[config.mk]
export PLATFORM = sky130hd
export DESIGN_NAME = fifo_rd_stream
export DESIGN_NICKNAME = d
export VERILOG_FILES = /design/src/rtl/fifo_rd_stream.sv
export SDC_FILE = /design/constraint.sdc
export NUM_CORES = 1
export LEC_CHECK = 0
export ABC_CLOCK_PERIOD_IN_PS = 6100
export CAP_MARGIN = 40
export CORE_UTILIZATION = 56
export DETAILED_ROUTE_END_ITERATION = 10
export PLACE_DENSITY_LB_ADDON = 0.12
export REMOVE_ABC_BUFFERS = 1
export SYNTH_ARGS = -nofsm -noshare
export SYNTH_HDL_FRONTEND = slang
export SYNTH_SLANG_ARGS = --single-unit
[constraint.sdc]
create_clock -name clk -period 6.1 [get_ports clk]
set_input_delay 0.915 -clock clk [delete_from_list [all_inputs] [get_ports clk]]
set_output_delay 0.915 -clock clk [all_outputs]
set_load 0.03 [all_outputs]
[src/rtl/fifo_rd_stream.sv]
// Read side of a 1-cycle-latency fifo turned into a valid/ready stream.
// A 3-entry skid buffer plus one in-flight slot lets reads continue without a combinational path from m_ready.
module fifo_rd_stream #(
  parameter int WIDTH     = 8,
  parameter int BUF_DEPTH = 3
) (
  input  logic             clk,
  input  logic             arst_n,
  input  logic             fifo_empty,
  input  logic [WIDTH-1:0] fifo_data,
  output logic             fifo_rd_en,
  input  logic             flush,
  output logic             m_valid,
  output logic [WIDTH-1:0] m_data,
  input  logic             m_ready,
  output logic [1:0]       occ
);

  logic             run;
  logic             inflight;
  logic [1:0]       occ_q, occ_d, wr_idx;
  logic [2:0]       pending;
  logic             pop, capture;
  logic [WIDTH-1:0] buf_q [BUF_DEPTH];
  logic [WIDTH-1:0] buf_d [BUF_DEPTH];

  // Reads in flight count against free space, so a returning word always has a slot.
  assign pending    = {1'b0, occ_q} + {2'b0, inflight};
  assign fifo_rd_en = run && !fifo_empty && !flush && (pending < 3'd3);

  assign m_valid = (occ_q != 2'd0);
  assign m_data  = buf_q[0];
  assign occ     = occ_q;
  assign pop     = m_valid && m_ready;
  assign capture = inflight && !flush;
  assign wr_idx  = occ_q - {1'b0, pop};

  always_comb begin
    for (int i = 0; i < BUF_DEPTH; i++) buf_d[i] = buf_q[i];
    if (pop)
      for (int i = 0; i < BUF_DEPTH - 1; i++) buf_d[i] = buf_q[i+1];
    // Captured word lands right behind whatever survives this cycle's pop.
    for (int i = 0; i < BUF_DEPTH; i++)
      if (capture && wr_idx == 2'(i)) buf_d[i] = fifo_data;
    occ_d = occ_q + {1'b0, capture} - {1'b0, pop};
    if (flush) occ_d = 2'd0;
  end

  always_ff @(posedge clk or negedge arst_n) begin
    if (!arst_n) begin
      run      <= 1'b0;
      inflight <= 1'b0;
      occ_q    <= 2'd0;
      for (int i = 0; i < BUF_DEPTH; i++) buf_q[i] <= '0;
    end else begin
      run      <= 1'b1;
      inflight <= fifo_rd_en;
      occ_q    <= occ_d;
      for (int i = 0; i < BUF_DEPTH; i++) buf_q[i] <= buf_d[i];
    end
  end

endmodule

# After elaboration in Yosys (flattened, before gate mapping)
# Cells that the tools add are included.
# op_classes
n_lt_le_gt_ge	1
muxes	4
n_reduce_logical	14
eq_ne	2
n_addsub	4
# ops
op	count
16-bit 2-to-1 mux	1
8-bit 2-to-1 mux	2
1-bit logical AND	8
2-bit nonzero test	3
2-bit by 1-bit subtractor with 2-bit output	2
2-bit by 1-bit adder with 3-bit output	1
3-bit by 2-bit < comparator with 1-bit output (second input constant)	1
2-bit by 1-bit adder with 2-bit output	1
2-bit by 1-bit == test with 1-bit output (second input constant)	1
2-bit == test (second input constant)	1
1-bit logical NOT	2
2-bit logical NOT	1
2-bit 2-to-1 mux	1
# word_totals
reg_bits	28
output_inout_bits	12
wordCells	31

# Logic depth before layout (Yosys ltp)
# Gate-level depths: netlist (run 1).
# depth
ltp_word	6
depth_mapped	9
ltp_nobuf	8

# Worst setup path before layout (run 1)
# No wires, ideal clock.
# synth_path
path_type	input to output
from	in flush
to	out fifo_rd_en
path_buffers	0
arrival_ps	2099
required_time_ps	5185
stages	2
path_slack_ps	3086
path_cell_list	or4b_2 a21oi_1
# synth_between
elab_chain_cells	3
# synth_lines
element	line	source
from (decl)	12	input logic flush,
1-bit logical NOT	29	assign fifo_rd_en = run && !fifo_empty && !flush && (pending < 3'd3);
1-bit logical AND (2 in series)	29	
to (decl)	11	output logic fifo_rd_en,
# No other way between the ends.

# Worst setup path in the final report (run 1)
# Same ends and word-level chain as after synthesis.

==> flow_summary.yaml, run 1 <==
clock_tree:
  clockBufferDepth: 2
  cts_tree: "done"
  ctsResizeCount: 0
  hold_buffers: 0
  cts_root_buf: "clkbuf_4"
  post-cts-setup-buffer-count: 0
  insertion_delay_ns: 0.33
  clk_pin_slew_worst_paths_ns: 0.14
  clock-sinks: 28
  numCtsBuffers: 3
  cts_max_level: 1
worst_setup_path:
  critPathMaxFanout: 5
  cp_slowest_cell: "or4b_2"
  start_kind: "input pin"
  worstReg2RegStart: "occ[1]"
  r2r-end: "buf_q[11]"
  cp-end-kind: "output pin"
  crit_end: "fifo_rd_en"
  reg2reg_depth: 6
  arrival_ns: 2.94
  rrSetupSlack_ns: 3.06
  cp.required_ns: 5.18
  cpPeakStageDelay_ns: 0.70
  crit_top_cell: "clkdlybuf4s50_1"
  crit_path_start: "flush"
  critPathKind: "input pin to output pin"
  path_cells: "clkdlybuf4s50_1, or4b_2, a21oi_1, clkdlybuf4s50_1"
synthesis:
  synth_ff_type: "dfrtp_1"
  synth_area_mm2: 0.00145
  ys_seq_area_share_pct: 48.2
  synth_edf_count: 0
  synth_cells: 101
  synthArstFlopShare_pct: 100
  synth_top_area_cell: "dfrtp_1"
  avgSynthCellArea_um2: 14.4
  synth-seq-cells: 28
  synthTopCellsByArea: "dfrtp_1 (48%), mux2_2 (24%), mux2_4 (8.3%), ha_1 (4.3%), buf_4 (4.1%)"
  synth.top_cell.area_share_pct: 48.2
  ys_warn_count: 0
  synth.distinct_cells: 24
global_routing:
  antenna_found_initial: 0
  grt_max_degree: 29
  grt_use_total_pct: 20.2
  grt_pass1_vias: 815
  grt_pass1_wl_um: 3880
  overflow: 0
detailed_routing:
  detail_route.wirelength_um: 2430
  ant_nets: 0
  route.detailed.drc: 0
  drt_pass1_iterations: 2
  avgRoutedWirePerCell_um: 16.3
  via_per_inst: 5.33
  num_vias: 794
  drtIter0Drc: 3
floorplanning:
  die_y_um: 53.0
  num_rows: 18
  core_area_mm2: 0.00245
  ioPinCount: 25
  dieArea_mm2: 0.00280
  die_w_um: 53.0
  start_util_pct: 59.2
power:
  fin_total_pwr_w: 0.000756
  p_leak_nw: 0.829
  power.density_mw_per_mm2: 449
  peakVddDrop_uv: 356
cells_and_area:
  finalInstanceArea_mm2: 0.00169
  final_common_cell: "mux2_2"
  final_cell_mix: "mux2_2 (31), dfrtp_1 (28), clkdlybuf4s50_1 (24), mux2_4 (8), ha_1 (5)"
  drive_above_1_share_pct: 40.3
  nNetsFinal: 139
  n_antenna_cell: 0
  area_growth_pct: 15.9
placed_design:
  post-dp-hpwl_um: 1740
  routabilityCongestion: 0.708
  portBuffers: 24
  placed_cell_area_mm2: 0.00166
sta:
  min_period_over_period_pct: 63.3
  period_minus_slack_ns: 3.86
  setup_tns_ns: 0
  max_freq_mhz: 259
  slew_violations: 0
  worstMarginPinSlew_ns: 0.860
  slew_headroom_pct: 42.7
  finalSetupViolations: 0
  rsz0062_at_grt: "no"
  skew_ns: 0.00792
  hold_viol_final: 0
min_path:
  hold_depth: 1
  hold_class: "register to register"
  hp-start: "buf_q[1]"
run:
  maxCapViolCount: 0
status:
  status: "finished, final reports clean"
[stage by stage]
stage	worst slack [ns]	std cells	hold WS, ns	utilization (%)
6_report	2.24	149	0.515	68.7
5_1_grt	2.16	149	0.535	68.7
4_1_cts	2.22	149	0.515	68.7
3_5_place_dp	2.23	146	0.484	67.7
3_3_place_gp	2.30	146	0.469	67.7
2_1_floorplan	3.09	91	0.454	-
[how the worst min path moves through the flow]
stage                          end  slack [ns]
after floorplan           buf_q[1]        0.45
final                     buf_q[1]        0.51
after global routing      buf_q[1]        0.53
after detailed placement  buf_q[1]        0.48
after CTS                 buf_q[1]        0.52
after global placement    buf_q[1]        0.47
[critical path, delay by kind of cell]
kind,cells,cell delay [ns]
and+or+nand+nor,1,0.70
buffers and inverters,2,1.16
AOI/OAI and AO/OA,1,0.17
[Yosys cell counts (3+ instances only)]
| cell type | n |
|---|---|
| dfrtp_1 | 28 |
| mux2_4 | 8 |
| mux2_2 | 31 |
| ha_1 | 5 |
| buf_4 | 8 |
| inv_1 | 3 |
[metal layers]
layer  vias to the layer above  wire length, um  track usage (%)
li1                        383                -                -
met1                       392             1070             24.1
met2                        15             1260             35.2
met3                         4               73             3.16
met4                         0               29             9.21
met5                         -                0                0
[final cells by class]
class | instances | area [um^2]
fillers | 176 | 769
flip-flops and latches | 28 | 701
multi-input cells | 60 | 666
repair buffers | 25 | 248
well taps | 30 | 37.5
clock buffers | 3 | 22.5
inverters | 3 | 11.3
[report_power, final]
group	switching, W	internal [W]	total, W	leakage [nW]
registers	0.0000441	0.000258	0.000302	0.369
clock network	0.0000526	0.0000232	0.0000758	0.0138
logic	0.000162	0.000216	0.000378	0.446
total	0.000259	0.000497	0.000756	0.829
[flip-flops by register name, indices dropped and copies added, names as in the netlist]
register  flops
buf_q        16
inflight      1
m_data        8
occ           2
run           1
[logic make-up after synthesis]
family | synth area share (%)
other | 0.258
AOI/OAI and AO/OA | 0.946
DFF | 48.2
adders and majority gates | 4.30
buffers and inverters | 6.02
xor gates and xnor gates | 1.72
muxes | 33.0
and+or+nand+nor | 5.51
No activity file was read; power rests on OpenSTA's default activity.
==> run 2, diff against run 1 <==
--- a/config.mk
+++ b/config.mk
@@ -5,9 +5,9 @@
 export SDC_FILE = /design/constraint.sdc
 export NUM_CORES = 1
 export LEC_CHECK = 0
-export ABC_CLOCK_PERIOD_IN_PS = 6100
+export ABC_CLOCK_PERIOD_IN_PS = 3500
 export CAP_MARGIN = 40
-export CORE_UTILIZATION = 56
+export CORE_UTILIZATION = 47
 export DETAILED_ROUTE_END_ITERATION = 10
 export PLACE_DENSITY_LB_ADDON = 0.12
 export REMOVE_ABC_BUFFERS = 1
==> constraint.sdc (replaced) <==
create_clock -name clk -period 3.5 [get_ports clk]
set_input_delay 0.525 -clock clk [delete_from_list [all_inputs] [get_ports clk]]
set_output_delay 0.525 -clock clk [all_outputs]
set_load 0.03 [all_outputs]
==> run 2 against run 1 <==
The flow now finishes with violations (design-rule violations). Critical path depth up 1. Clock power up 110%. Clock-buffer cell count up 1. First-iteration DRC count rose to 3.3 times the previous value. Worst hold slack worse by 0.0076 ns. Die area up 18%. Power up 78%. Worst setup slack worse by 1.9 ns. Sequential power up 74%. Combinational power up 74%. Critical path type is now register to output pin. Largest power group unchanged.
==> flow_summary.yaml, run 2 (synthesis results as in run 1) <==
sta:
  setup_tns_ns: 0
  skew_ns: 0.00601
  slew_violations: 0
  period_minus_slack_ns: 3.19
  min_period_over_period_pct: 91.1
  worstMarginPinSlew_ns: 0.521
  rsz0062_at_grt: "no"
  finalSetupViolations: 0
  max_freq_mhz: 314
  slew_headroom_pct: 65.1
  hold_viol_final: 0
clock_tree:
  cts_root_buf: "clkbuf_4"
  ctsResizeCount: 0
  clockBufferDepth: 2
  clock-sinks: 28
  cts_max_level: 1
  clk_pin_slew_worst_paths_ns: 0.15
  hold_buffers: 0
  post-cts-setup-buffer-count: 0
  cts_tree: "done"
  numCtsBuffers: 3
  insertion_delay_ns: 0.33
detailed_routing:
  drt_pass1_iterations: 6
  num_vias: 795
  via_per_inst: 5.23
  avgRoutedWirePerCell_um: 14.9
  detail_route.wirelength_um: 2260
  route.detailed.drc: 3
  drtIter0Drc: 10
  ant_nets: 0
power:
  p_leak_nw: 0.841
  power.density_mw_per_mm2: 787
  peakVddDrop_uv: 371
cells_and_area:
  drive_above_1_share_pct: 41.3
  final_common_cell: "mux2_2"
  multi_input_area_um2: 666
  area_growth_pct: 17.5
  n_antenna_cell: 0
  top_register: "buf_q"
  final.fill_count: 227
  largest_reg_flops: 16
  nNetsFinal: 140
  postLayoutCoreUtil_pct: 59.9
  seq_area_um2: 701
  final_cells: 152
  final_cell_mix: "mux2_2 (31), dfrtp_1 (28), clkdlybuf4s50_1 (24), mux2_4 (8), ha_1 (5)"
placed_design:
  routabilityCongestion: 0.725
  post-dp-hpwl_um: 1580
  dp_cells: 148
  portBuffers: 24
floorplanning:
  core_area_mm2: 0.00285
  ioPinCount: 25
  die_w_um: 57.6
  dieArea_mm2: 0.00332
  start_util_pct: 51.0
  num_rows: 19
  die_y_um: 57.6
worst_setup_path:
  r2r-end: "buf_q[12]"
  cp-end-kind: "output pin"
  rrSetupSlack_ns: 1.20
  crit_end: "fifo_rd_en"
  arrival_ns: 2.66
  worstReg2RegStart: "occ[1]"
  start_kind: "register"
  reg2reg_depth: 6
  crit_path_start: "occ[0]"
  critPathKind: "register to output pin"
  critPathMaxFanout: 6
  cp.required_ns: 2.97
run:
  maxCapViolCount: 0
global_routing:
  grt_use_total_pct: 15.9
  grt_max_degree: 29
  antenna_found_initial: 0
  overflow: 0
  grt_pass1_vias: 867
  grt_pass1_wl_um: 3950
status:
  status: "finished with violations"
  violations: "design-rule violations"
min_path:
  hold_class: "register to register"
[run 2: through the flow]
step / hold WS, ns / total power (W) / cell area [um^2] / setup WS [ns]
2_1_floorplan: 0.229 / 0.000994 / 1380 / 0.774
3_3_place_gp: 0.467 / 0.00118 / 1670 / 0.464
3_5_place_dp: 0.478 / 0.00120 / 1670 / 0.433
4_1_cts: 0.512 / 0.00136 / 1710 / 0.288
5_1_grt: 0.540 / 0.00143 / 1710 / 0.223
6_report: 0.507 / 0.00134 / 1710 / 0.313
[run 2: cell type report]
cell class                      instances  share of cell area (%)
Inverter                                3                   0.659
Clock buffer                            4                    2.12
Timing Repair Buffer                   26                    14.9
Multi-Input combinational cell         60                    39.0
Sequential cell                        28                    41.0
Tap cell                               31                    2.27
[run 2: report_power, final]
part           leakage [nW]  switching (W)  internal (W)  total, W
clock network        0.0210      0.0000979     0.0000638  0.000162
logic                 0.451       0.000277      0.000379  0.000657
registers             0.369      0.0000750      0.000450  0.000525
total                 0.841       0.000450      0.000893   0.00134
[run 2: worst min-delay path by stage]
| stage | startpoint | end | slack (ns) | depth (start not counted) |
|---|---|---|---|---|
| 2_1_floorplan | arst_n | buf_q[0] | 0.23 | 0 |
| 3_3_place_gp | buf_q[1] | buf_q[1] | 0.47 | 1 |
| 3_5_place_dp | buf_q[1] | buf_q[1] | 0.48 | 1 |
| 4_1_cts | buf_q[1] | buf_q[1] | 0.51 | 1 |
| 5_1_grt | buf_q[1] | buf_q[1] | 0.54 | 1 |
| 6_report | buf_q[1] | buf_q[1] | 0.51 | 1 |
[run 2: worst max-delay path, cell delays in order (launching register included)]
cell             delay, ns
dfrtp_1               0.48
ha_1                  0.23
ha_1                  0.17
or4b_2                0.61
a21oi_1               0.16
clkdlybuf4s50_1       0.69
[run 2: metal layers]
layer / vias up / routed length [um] / GRT usage, %
met3: 5 / 90 / 2.68
met2: 16 / 1050 / 25.4
met4: 0 / 50 / 8.36
li1: 386 / - / -
met5: - / 0 / 0
met1: 388 / 1070 / 20.9
